==> src/rtl/seq_det_prog_if.sv <==
// Signal bundle for the programmable sequence detector: serial/config inputs
// and detect/status outputs, named from the detector's point of view.
interface seq_det_prog_if #(
    parameter int MAX_LEN = 8,
    parameter int LEN_W   = 4,
    parameter int CNT_W   = 8
);
    logic               i_en;
    logic               i_x;
    logic               i_cfg_wr;
    logic [MAX_LEN-1:0] i_cfg_pat;
    logic [LEN_W-1:0]   i_cfg_len;
    logic               i_cfg_ovl;
    logic               o_y;
    logic [CNT_W-1:0]   o_match_cnt;
    logic               o_cnt_sat;
    logic               o_cfg_err;

    modport master (
        output i_en, i_x, i_cfg_wr, i_cfg_pat, i_cfg_len, i_cfg_ovl,
        input  o_y, o_match_cnt, o_cnt_sat, o_cfg_err
    );

    modport slave (
        input  i_en, i_x, i_cfg_wr, i_cfg_pat, i_cfg_len, i_cfg_ovl,
        output o_y, o_match_cnt, o_cnt_sat, o_cfg_err
    );
endinterface

==> src/rtl/seq_det_prog.sv <==
// Programmable serial-bit sequence detector: shift history compared under a
// length mask, overlap/non-overlap restart, saturating match counter.
module seq_det_prog #(
    parameter int                 MAX_LEN = 8,
    parameter int                 LEN_W   = 4,
    parameter int                 CNT_W   = 8,
    parameter logic [MAX_LEN-1:0] RST_PAT = MAX_LEN'(5),
    parameter int                 RST_LEN = 3,
    parameter logic               RST_OVL = 1'b1
) (
    input  logic          i_clk,
    input  logic          i_rst_n,
    seq_det_prog_if.slave bus
);
    localparam logic [LEN_W-1:0] MAX_LEN_L = LEN_W'(MAX_LEN);
    localparam logic             RST_ERR   = (RST_LEN < 1) || (RST_LEN > MAX_LEN);

    logic [MAX_LEN-1:0] r_pat, r_hist;
    logic [LEN_W-1:0]   r_len, r_fill;
    logic               r_ovl, r_y, r_err;
    logic [CNT_W-1:0]   r_cnt;

    logic [MAX_LEN-1:0] w_pat_n, w_hist_n, w_hist_sh, w_mask;
    logic [LEN_W-1:0]   w_len_n, w_fill_n, w_fill_inc;
    logic               w_ovl_n, w_y_n, w_err_n, w_hit;
    logic [CNT_W-1:0]   w_cnt_n;

    always_ff @(posedge i_clk or negedge i_rst_n) begin
        if (!i_rst_n) begin
            r_pat  <= RST_PAT;
            r_len  <= LEN_W'(RST_LEN);
            r_ovl  <= RST_OVL;
            r_hist <= '0;
            r_fill <= '0;
            r_y    <= 1'b0;
            r_cnt  <= '0;
            r_err  <= RST_ERR;
        end else begin
            r_pat  <= w_pat_n;
            r_len  <= w_len_n;
            r_ovl  <= w_ovl_n;
            r_hist <= w_hist_n;
            r_fill <= w_fill_n;
            r_y    <= w_y_n;
            r_cnt  <= w_cnt_n;
            r_err  <= w_err_n;
        end
    end

    always_comb begin
        w_hist_sh  = {r_hist[MAX_LEN-2:0], bus.i_x};
        w_fill_inc = (r_fill >= MAX_LEN_L) ? MAX_LEN_L : r_fill + 1'b1;
        w_mask     = '0;
        for (int i = 0; i < MAX_LEN; i++) begin
            w_mask[i] = (LEN_W'(i) < r_len);
        end
        // Bits above len-1 are don't-care, so only the masked window is compared.
        w_hit = !r_err && (w_fill_inc >= r_len) &&
                (((w_hist_sh ^ r_pat) & w_mask) == '0);

        w_pat_n  = r_pat;
        w_len_n  = r_len;
        w_ovl_n  = r_ovl;
        w_hist_n = r_hist;
        w_fill_n = r_fill;
        w_y_n    = r_y;
        w_cnt_n  = r_cnt;
        w_err_n  = r_err;

        if (bus.i_cfg_wr) begin
            w_pat_n  = bus.i_cfg_pat;
            w_len_n  = bus.i_cfg_len;
            w_ovl_n  = bus.i_cfg_ovl;
            w_hist_n = '0;
            w_fill_n = '0;
            w_y_n    = 1'b0;
            w_cnt_n  = '0;
            w_err_n  = (bus.i_cfg_len == '0) || (bus.i_cfg_len > MAX_LEN_L);
        end else if (bus.i_en) begin
            w_hist_n = w_hist_sh;
            w_y_n    = w_hit;
            // Non-overlap restarts the fill so the next match needs len fresh bits.
            w_fill_n = (w_hit && !r_ovl) ? '0 : w_fill_inc;
            if (w_hit && !(&r_cnt)) begin
                w_cnt_n = r_cnt + 1'b1;
            end
        end
    end

    always_comb begin
        bus.o_y         = r_y;
        bus.o_match_cnt = r_cnt;
        bus.o_cnt_sat   = &r_cnt;
        bus.o_cfg_err   = r_err;
    end
endmodule
==> src/flat_wrapper.sv <==
// flat-port wrapper written by rule: the top's interface ports become plain ports
module seq_det_prog_flat 
#(
    parameter int                 MAX_LEN = 8,
    parameter int                 LEN_W   = 4,
    parameter int                 CNT_W   = 8,
    parameter logic [MAX_LEN-1:0] RST_PAT = MAX_LEN'(5),
    parameter int                 RST_LEN = 3,
    parameter logic               RST_OVL = 1'b1
)
  (i_clk, i_rst_n, bus_i_en, bus_i_x, bus_i_cfg_wr, bus_i_cfg_pat, bus_i_cfg_len, bus_i_cfg_ovl, bus_o_y, bus_o_match_cnt, bus_o_cnt_sat, bus_o_cfg_err);
  seq_det_prog_if #(.MAX_LEN(MAX_LEN), .LEN_W(LEN_W), .CNT_W(CNT_W)) bus_i ();
  input  logic i_clk;
  input  logic i_rst_n;
  input wire logic [$bits(bus_i.i_en)-1:0] bus_i_en;
  input wire logic [$bits(bus_i.i_x)-1:0] bus_i_x;
  input wire logic [$bits(bus_i.i_cfg_wr)-1:0] bus_i_cfg_wr;
  input wire logic [$bits(bus_i.i_cfg_pat)-1:0] bus_i_cfg_pat;
  input wire logic [$bits(bus_i.i_cfg_len)-1:0] bus_i_cfg_len;
  input wire logic [$bits(bus_i.i_cfg_ovl)-1:0] bus_i_cfg_ovl;
  output wire logic [$bits(bus_i.o_y)-1:0] bus_o_y;
  output wire logic [$bits(bus_i.o_match_cnt)-1:0] bus_o_match_cnt;
  output wire logic [$bits(bus_i.o_cnt_sat)-1:0] bus_o_cnt_sat;
  output wire logic [$bits(bus_i.o_cfg_err)-1:0] bus_o_cfg_err;
  assign bus_i.i_en = bus_i_en;
  assign bus_i.i_x = bus_i_x;
  assign bus_i.i_cfg_wr = bus_i_cfg_wr;
  assign bus_i.i_cfg_pat = bus_i_cfg_pat;
  assign bus_i.i_cfg_len = bus_i_cfg_len;
  assign bus_i.i_cfg_ovl = bus_i_cfg_ovl;
  assign bus_o_y = bus_i.o_y;
  assign bus_o_match_cnt = bus_i.o_match_cnt;
  assign bus_o_cnt_sat = bus_i.o_cnt_sat;
  assign bus_o_cfg_err = bus_i.o_cfg_err;
  seq_det_prog #(.MAX_LEN(MAX_LEN), .LEN_W(LEN_W), .CNT_W(CNT_W), .RST_PAT(RST_PAT), .RST_LEN(RST_LEN), .RST_OVL(RST_OVL)) u_core (.i_clk(i_clk), .i_rst_n(i_rst_n), .bus(bus_i));
endmodule
==> config.mk <==
export PLATFORM = sky130hd
export DESIGN_NAME = seq_det_prog_flat
export DESIGN_NICKNAME = d
export VERILOG_FILES = /design/src/rtl/seq_det_prog_if.sv /design/src/rtl/seq_det_prog.sv /design/src/flat_wrapper.sv
export SDC_FILE = /design/constraint.sdc
export NUM_CORES = 1
export LEC_CHECK = 0
export BUFFER_PORTS_ARGS = -buffer_cell sky130_fd_sc_hd__clkbuf_2
export CAP_MARGIN = 20
export CORE_ASPECT_RATIO = 2
export CORE_MARGIN = 8
export CORE_UTILIZATION = 36
export DETAILED_ROUTE_END_ITERATION = 10
export PLACE_DENSITY_LB_ADDON = 0.2
export SKIP_CTS_REPAIR_TIMING = 1
export SLEW_MARGIN = 20
export SYNTH_ARGS = -nofsm -noshare
export SYNTH_HDL_FRONTEND = slang
export SYNTH_SLANG_ARGS = --single-unit
==> constraint.sdc <==
create_clock -name i_clk -period 3 [get_ports i_clk]
set_input_delay 0.3 -clock i_clk [delete_from_list [all_inputs] [get_ports i_clk]]
set_output_delay 0.3 -clock i_clk [all_outputs]
set_load 0.005 [all_outputs]
======== Word-level counts from Yosys, hierarchy flattened ========
Index checks and enable logic that the tools add are counted.
Widths: inputs -> output; s select.
word-level totals
  flip-flop bits (word level) ............. 34
  input port bits ......................... 18
  output and inout port bits .............. 11
  logic and storage cells ................. 48
cells by class
  $add $sub $neg .......................... 2
  magnitude comparators ................... 11
  mux-type cells .......................... 11
  bitwise logic cells ..................... 2
  reduce and logical (&&, ||, !) cells .... 14
operator list
  cell                 count
  $mux 8               3
  $lt 3x4->1 const A   4
  $mux 4               4
  $mux 7               2
  $add 8x1->8 const B  1
  $and 8x8->8          1
  $logic_not 8->1      1
  $lt 1x4->1 const A   2
  $lt 2x4->1 const A   2
  $reduce_and 8->1     1
  $xor 8x8->8          1
  $add 4x1->4 const B  1
  $ge 4x4->1           1
  $ge 4x4->1 const B   1
  $gt 4x4->1 const B   1
  $logic_and 1x1->1    4
  $logic_not 4->1      1
  $reduce_bool 2->1    2
  $logic_not 1->1      3
  $mux 1               2
  $reduce_and 2->1     1
  $logic_or 1x1->1     1

======== Logic depth before layout (Yosys ltp) ========
Gate-level depths: netlist of run 1.
  depth in word-level cells ............... 9
  depth in mapped cells ................... 11
  gate-level depth less buffers ........... 10

======== Worst setup path after synthesis of run 1 ========
Ideal clock, no wire load.
  kind .................................... flip-flop to flip-flop
  from .................................... reg u_core.r_fill[0]
  to ...................................... reg u_core.r_cnt[4] (netlist: u_core.bus.o_match_cnt[4])
  setup time .............................. 0.078 ns
  data arrival time ....................... 2.504 ns
  data required time ...................... 2.922 ns
  path slack .............................. 0.419 ns
  stages on the path, launching flop included .. 12
  path buffers ............................ 1
  clock period less this slack ............ 2.581 ns
  cells stage by stage .................... dfrtp_1 -> ha_1 -> xnor2_1 -> nor2_1 -> ha_1 -> o21ai_0 -> a222oi_1 -> nor4b_2 -> nand4_1 -> buf_6 -> or3_1 -> a21oi_1
on the way
  longest elaborated chain between the ends .. 8
  elaborated cells between the ends (all ways) .. 9
  classes of those cells .................. add/sub (1); order compare (2); mux (1); reduce/logical (5)
ends and longest elaborated chain
  item                                              line                RTL
  start: declaration                                seq_det_prog.sv:19  logic [LEN_W-1:0] r_len, r_fill;
  start signal: assignment                          seq_det_prog.sv:43  r_fill <= w_fill_n;
  $add 4x1->4 / $ge 4x4->1 (equally long branches)  seq_det_prog.sv:52  w_fill_inc = (r_fill >= MAX_LEN_L) ? MAX_LEN_L : r_fill + 1'b1;
  $mux 4 (*)                                        seq_det_prog.sv:52
  $ge 4x4->1 (*)                                    seq_det_prog.sv:58  w_hit = !r_err && (w_fill_inc >= r_len) &&
  $logic_and 1x1->1 (*) (2 in series)               seq_det_prog.sv:58
  $logic_and 1x1->1 (*)                             seq_det_prog.sv:84  if (w_hit && !(&r_cnt)) begin
  $reduce_bool 2->1 (no line) (*)                   --
  $reduce_and 2->1 (no line) (*)                    --
  end signal: assignment                            seq_det_prog.sv:45  r_cnt <= w_cnt_n;
  end: declaration                                  seq_det_prog.sv:21  logic [CNT_W-1:0] r_cnt;
Every way passes the cells marked *; elsewhere a longest branch is shown, timed or not.
A chain may end at the register's enable or synchronous reset.

======== Worst setup path in the final report of run 1 ========
  from .................................... reg u_core.r_fill[0]
  to ...................................... reg u_core.r_cnt[7] (netlist: u_core.bus.o_match_cnt[7])
Same word-level chain as after synthesis.

==> flow_summary.json, run 1 <==
{
  "initial_utilization_pct": 36.5,
  "syn_to_final_growth_pct": 17.0,
  "cp-start-kind": "register",
  "cts_buffer_depth": 2,
  "grt_usage_pct": 10.8,
  "drv_cap": 0,
  "power.density_nw_per_um2": 477,
  "power_mw": 0.974,
  "place_congestion": 0.767,
  "hold_viol": 0,
  "numClockSinks": 34,
  "die_y_um": 114,
  "tritoncts": "yes",
  "drt_iter0_drc": 64,
  "avgSynthCellArea_um2": 10.8,
  "max_slew_margin_pct": 43.1,
  "grt_overflow": 0,
  "dieWidth_um": 65.2,
  "antenna_found_initial": 0,
  "switchingPower_mw": 0.243,
  "ir_drop_v": 0.000334,
  "pwr-share-clk_pct": 35.2,
  "comb_power_share_pct": 12.2,
  "crit_arrival_ns": 3.11,
  "hp-class": "input port to asynchronous set/reset pin",
  "synth_cells": 161,
  "most-common-layout-cells": "29 x dfrtp_1, 28 x clkbuf_2, 13 x nor2_1",
  "grt_pass1_wl_um": 6400,
  "grt_max_degree": 37,
  "min_period_over_period_pct": 97.1,
  "io_pins": 29,
  "core_um2": 4770,
  "final-max-slew-violation-count": 0,
  "regToRegSetupSlack_ns": 0.09,
  "viasPerCell": 5.14,
  "final_nets": 217,
  "tightest_slew_ns": 0.854,
  "tns_ns": 0,
  "final_layout_size_suffix_gt1_share_pct": 29.0,
  "leakage_nw": 0.957,
  "syn_nets": 186,
  "port-buffer-count": 28,
  "wirelength_um": 3710,
  "numCtsBuffers": 5,
  "clockRootBuffer": "clkbuf_8",
  "core.rowCount": 36,
  "cp-end-kind": "register",
  "critPathKind": "register to register",
  "clkTransAtPathRegs_ns": 0.07,
  "dr.pass1.iters": 4,
  "synth_cell_types": 37,
  "p_int_mw": 0.731,
  "finalSetupViolations": 0,
  "die_area_um2": 7460,
  "syn_area_um2": 1740,
  "final_common_cell": "dfrtp_1",
  "status": "completed",
  "detail-route-antenna-nets": 0,
  "antennaDiodeCount": 0,
  "synth-seq-area-share_pct": 49.2,
  "synth_seq_cells": 34,
  "yosys_warnings": 0,
  "drcViolationCount": 0,
  "fmax_mhz": 343,
  "clk_latency_ns": 0.28,
  "crit_path_max_fanout": 7,
  "ctsHtreeMaxLevel": 2,
  "fin_skew_ns": 0.00727,
  "first_global_vias": 1390,
  "seqPwrFrac_pct": 52.6,
  "rr_startpoint": "u_core.r_fill[0]",
  "num_vias": 1285,
  "routedWlPerCell_um": 14.8,
  "final.min_clock_period_ns": 2.91,
  "cp.required_ns": 3.19,
  "r2r_end": "u_core.bus.o_match_cnt[7]",
  "r2r_cells": 10,
  "hpwl_um": 2710,
  "swShare_pct": 24.9
}
-- per-layer routing --
metal / GRT usage (%) / share of wire, %
met1: 12.0 / 43
met2: 18.0 / 51
met3: 3.43 / 4.3
met4: 5.28 / 2.0
met5: 0 / 0
-- synth_stat cells (all sizes together) --
| cell | n | area share [%] |
|---|---|---|
| or3 | 3 | 1.1 |
| nor2b | 1 | 0.36 |
| o22ai | 3 | 1.1 |
| inv | 10 | 2.2 |
| mux2 | 10 | 6.5 |
| mux2i | 8 | 4.6 |
| a2111oi | 1 | 0.50 |
| xor2 | 3 | 1.5 |
| nand4 | 3 | 1.1 |
| nand3 | 2 | 0.57 |
| nand2b | 2 | 0.72 |
| clkbuf | 2 | 0.43 |
| a31o | 1 | 0.50 |
| and3 | 1 | 0.36 |
| nor4b | 2 | 1.4 |
| and2 | 1 | 0.36 |
| dfstp | 5 | 7.5 |
| nor4 | 1 | 0.36 |
| nor3b | 1 | 0.43 |
| buf | 5 | 1.9 |
| ha | 7 | 5.0 |
| nand2 | 8 | 1.7 |
| dfrtp | 29 | 42 |
| a21oi | 8 | 2.3 |
| xnor2 | 8 | 4.0 |
| a211o | 1 | 0.50 |
| nor3 | 2 | 0.57 |
| o31ai | 2 | 0.86 |
| nor2 | 13 | 2.8 |
| a22o | 4 | 2.0 |
| a222oi | 1 | 0.57 |
| o21ai | 8 | 2.3 |
| or4 | 3 | 1.3 |
| o211ai | 1 | 0.43 |
| o211a | 1 | 0.57 |
-- registers in the layout, indices dropped and copies added (netlist names) --
signal	count
u_core.r_hist	7
u_core.bus.o_cfg_err	1
u_core.r_len	4
u_core.r_pat	8
u_core.r_ovl	1
u_core.bus.o_y	1
u_core.bus.o_match_cnt	8
u_core.r_fill	4
-- power by group through the flow --
| stage | clock (mW) | combinational (mW) | sequential [mW] |
|---|---|---|---|
| floorplan | 0 | 0.0808 | 0.511 |
| global placement | 0 | 0.112 | 0.519 |
| detailed placement | 0 | 0.114 | 0.520 |
| CTS | 0.358 | 0.114 | 0.512 |
| global route | 0.377 | 0.136 | 0.516 |
| finish | 0.343 | 0.119 | 0.512 |
-- worst max-delay path, stage by stage (launching register included) --
cell      delay, ns
dfrtp_1        0.44
ha_2           0.20
xnor2_1        0.12
nor2_1         0.16
ha_1           0.19
o21ai_0        0.09
a222oi_1       0.31
nor4b_4        0.30
nand4_1        0.29
or4_1          0.58
a21oi_1        0.15
-- cell type report --
class,instances,area [um^2]
Fill cell,489,2740
Sequential cell,34,857
Multi-Input combinational cell,110,820
Timing Repair Buffer,31,163
Clock buffer,7,86.3
Tap cell,57,71.3
Inverter,10,37.5
Clock inverter,1,5.00
-- stage by stage --
stage / setup WS [ns] / hold slack (ns) / instances / util [%] / cell area (um^2)
after floorplan: 0.419 / 0.00441 / 161 / - / 1740
final: 0.0872 / 0.119 / 250 / 42.7 / 2040
after global placement: 0.155 / 0.454 / 240 / 40.2 / 1920
after CTS: 0.0167 / 0.148 / 248 / 42.1 / 2010
after global routing: -0.0718 / 0.195 / 250 / 42.7 / 2040
after detailed placement: 0.0378 / 0.453 / 240 / 40.2 / 1920
-- how the worst max path moves through the flow --
| stage | startpoint | endpoint | slack [ns] |
|---|---|---|---|
| after floorplan | u_core.r_fill[0] | u_core.bus.o_match_cnt[4] | 0.42 |
| final | u_core.r_fill[0] | u_core.bus.o_match_cnt[7] | 0.09 |
| after detailed placement | u_core.r_fill[0] | u_core.bus.o_match_cnt[2] | 0.04 |
| after global routing | u_core.r_fill[0] | u_core.bus.o_match_cnt[7] | -0.07 |
| after global placement | u_core.r_fill[0] | u_core.bus.o_match_cnt[2] | 0.15 |
| after CTS | u_core.r_fill[0] | u_core.bus.o_match_cnt[2] | 0.02 |
-- cells by family after synthesis --
logic type | after synthesis | synth area share [%]
AND/OR/NAND/NOR | 43 | 13.1
buffers and inverters | 17 | 4.52
XOR/XNOR | 11 | 5.53
AO/OA/AOI/OAI | 31 | 11.6
adder cells (fa/ha/maj) | 7 | 5.02
multiplexers | 18 | 11.1
flip-flops | 34 | 49.2
Power figures use the tool's default switching activity.
==> inputs of run 2 (changes only) <==
- REMOVE_ABC_BUFFERS: default -> 1
==> run 2 against run 1 <==
  * Non-clock buffer count rose by 1
  * Clock-buffer cell count unchanged
  * Power about the same
  * Worst setup slack improved by 0.0094 ns
  * Critical path depth is 2 higher
  * Flip-flop and latch count stayed put
  * Largest power group unchanged
==> flow_summary.json, run 2 (synthesis gave the netlist of run 1 again) <==
{
  "status": "completed",
  "path_delay_family": "compound AO/OA/AOI/OAI gates",
  "min_period_over_period_pct": 96.8,
  "final-max-slew-violation-count": 0,
  "dr.pass1.iters": 4,
  "p_int_mw": 0.730,
  "crit_buf_inv": 4,
  "routedWlPerCell_um": 14.9,
  "pwr-share-clk_pct": 35.1,
  "syn_to_final_growth_pct": 18.6,
  "tightest_slew_ns": 0.822,
  "final_layout_size_suffix_gt1_share_pct": 32.0,
  "place_congestion": 0.804,
  "dieWidth_um": 65.2,
  "critPathLaunch": "u_core.r_fill[0]",
  "ir_drop_v": 0.000356,
  "worst_hold_slack_ns": 0.117,
  "grt_max_degree": 37,
  "fin_skew_ns": 0.00512,
  "max_slew_margin_pct": 43.8,
  "crit_arrival_ns": 3.04,
  "clk_latency_ns": 0.28,
  "hpwl_um": 2670,
  "instances_no_fill": 251,
  "grt_overflow": 0,
  "final_nets": 218,
  "cp.required_ns": 3.14,
  "swShare_pct": 24.9,
  "final_common_cell": "dfrtp_1",
  "hold_viol": 0,
  "switchingPower_mw": 0.242,
  "setup_slack_ns": 0.0966,
  "core.rowCount": 36,
  "viasPerCell": 5.25,
  "cp-end-kind": "register",
  "critPathSlowestCell": "a2111oi_0",
  "regToRegSetupSlack_ns": 0.1,
  "fillerInstances": 481,
  "cpPeakStageDelay_ns": 0.73,
  "initial_utilization_pct": 36.5,
  "final.min_clock_period_ns": 2.90,
  "finalSetupViolations": 0,
  "clkTransAtPathRegs_ns": 0.07,
  "grt_usage_pct": 11.0,
  "drcViolationCount": 0,
  "cp-start-kind": "register",
  "seqPwrFrac_pct": 52.6,
  "detail-route-antenna-nets": 0,
  "hp-class": "input port to asynchronous set/reset pin",
  "comb_power_share_pct": 12.2,
  "tritoncts": "yes",
  "num_vias": 1317,
  "critPathKind": "register to register",
  "drv_cap": 0,
  "port-buffer-count": 28,
  "r2r_end": "u_core.bus.o_match_cnt[1]",
  "crit_chain": "buf_4 -> inv_1 -> ha_1 -> nor2b_1 -> ha_1 -> a2111oi_0 -> nor4b_4 -> nand4_1 -> buf_4 -> buf_6 -> mux2i_1 -> nor2_1",
  "most-common-layout-cells": "29 x dfrtp_1, 28 x clkbuf_2, 13 x nor2_1",
  "numClockSinks": 34,
  "tns_ns": 0,
  "antennaDiodeCount": 0,
  "r2r_cells": 12,
  "leakage_nw": 0.962,
  "numCtsBuffers": 5,
  "drt_iter0_drc": 54,
  "first_global_vias": 1443,
  "dp_cells": 240,
  "grt_pass1_wl_um": 6430,
  "cts_buffer_depth": 2,
  "crit_path_end": "u_core.bus.o_match_cnt[1]",
  "die_y_um": 114,
  "die_area_um2": 7460,
  "preCtsSetupSlack_ns": 0.0787,
  "ctsHtreeMaxLevel": 2,
  "wirelength_um": 3730,
  "io_pins": 29,
  "crit_path_max_fanout": 6,
  "fmax_mhz": 344,
  "core_um2": 4770,
  "clockRootBuffer": "clkbuf_8",
  "antenna_found_initial": 0,
  "cp.depth": 12,
  "power.density_nw_per_um2": 471,
  "rr_startpoint": "u_core.r_fill[0]"
}
-- run 2: worst min-delay path by stage --
stage,slack (ns),cells after the start,to
after floorplan,0.004,0,u_core.bus.o_cfg_err
after global placement,0.45,1,u_core.bus.o_match_cnt[4]
after detailed placement,0.44,1,u_core.bus.o_match_cnt[3]
after CTS,0.14,1,u_core.bus.o_match_cnt[1]
after global routing,0.18,1,u_core.bus.o_match_cnt[0]
final,0.12,1,u_core.bus.o_match_cnt[3]
-- run 2: metal layers --
metal  GRT usage, %  up-vias  share of wire [%]
met1           11.7      650                 42
met5              0        -                  0
met3           3.24        6                3.4
met2           18.8       25                 53
li1               -      636                  -
met4           5.72        0                1.7
-- run 2: power by group through the flow --
stage               clock network (mW)  registers [mW]  logic (mW)
floorplan                            0           0.513      0.0676
global placement                     0           0.519       0.112
detailed placement                   0           0.521       0.114
CTS                              0.357           0.512       0.115
global route                     0.382           0.516       0.135
finish                           0.342           0.512       0.119
-- run 2: layout make-up --
class | count | area [um^2] | share of cell area, %
repair buffers | 32 | 174 | 8.41
well taps | 57 | 71.3 | 3.45
clock inverters | 1 | 5.00 | 0.242
flip-flops and latches | 34 | 857 | 41.5
multi-input cells | 110 | 836 | 40.4
inverters | 10 | 37.5 | 1.82
clock buffers | 7 | 86.3 | 4.18
-- run 2: through the flow --
| stage | area (um^2) | util [%] | power (mW) |
|---|---|---|---|
| floorplan | 1700 | - | 0.580 |
| global placement | 1920 | 40.2 | 0.632 |
| detailed placement | 1920 | 40.2 | 0.634 |
| CTS | 2010 | 42.1 | 0.984 |
| global route | 2070 | 43.3 | 1.03 |
| finish | 2070 | 43.3 | 0.973 |
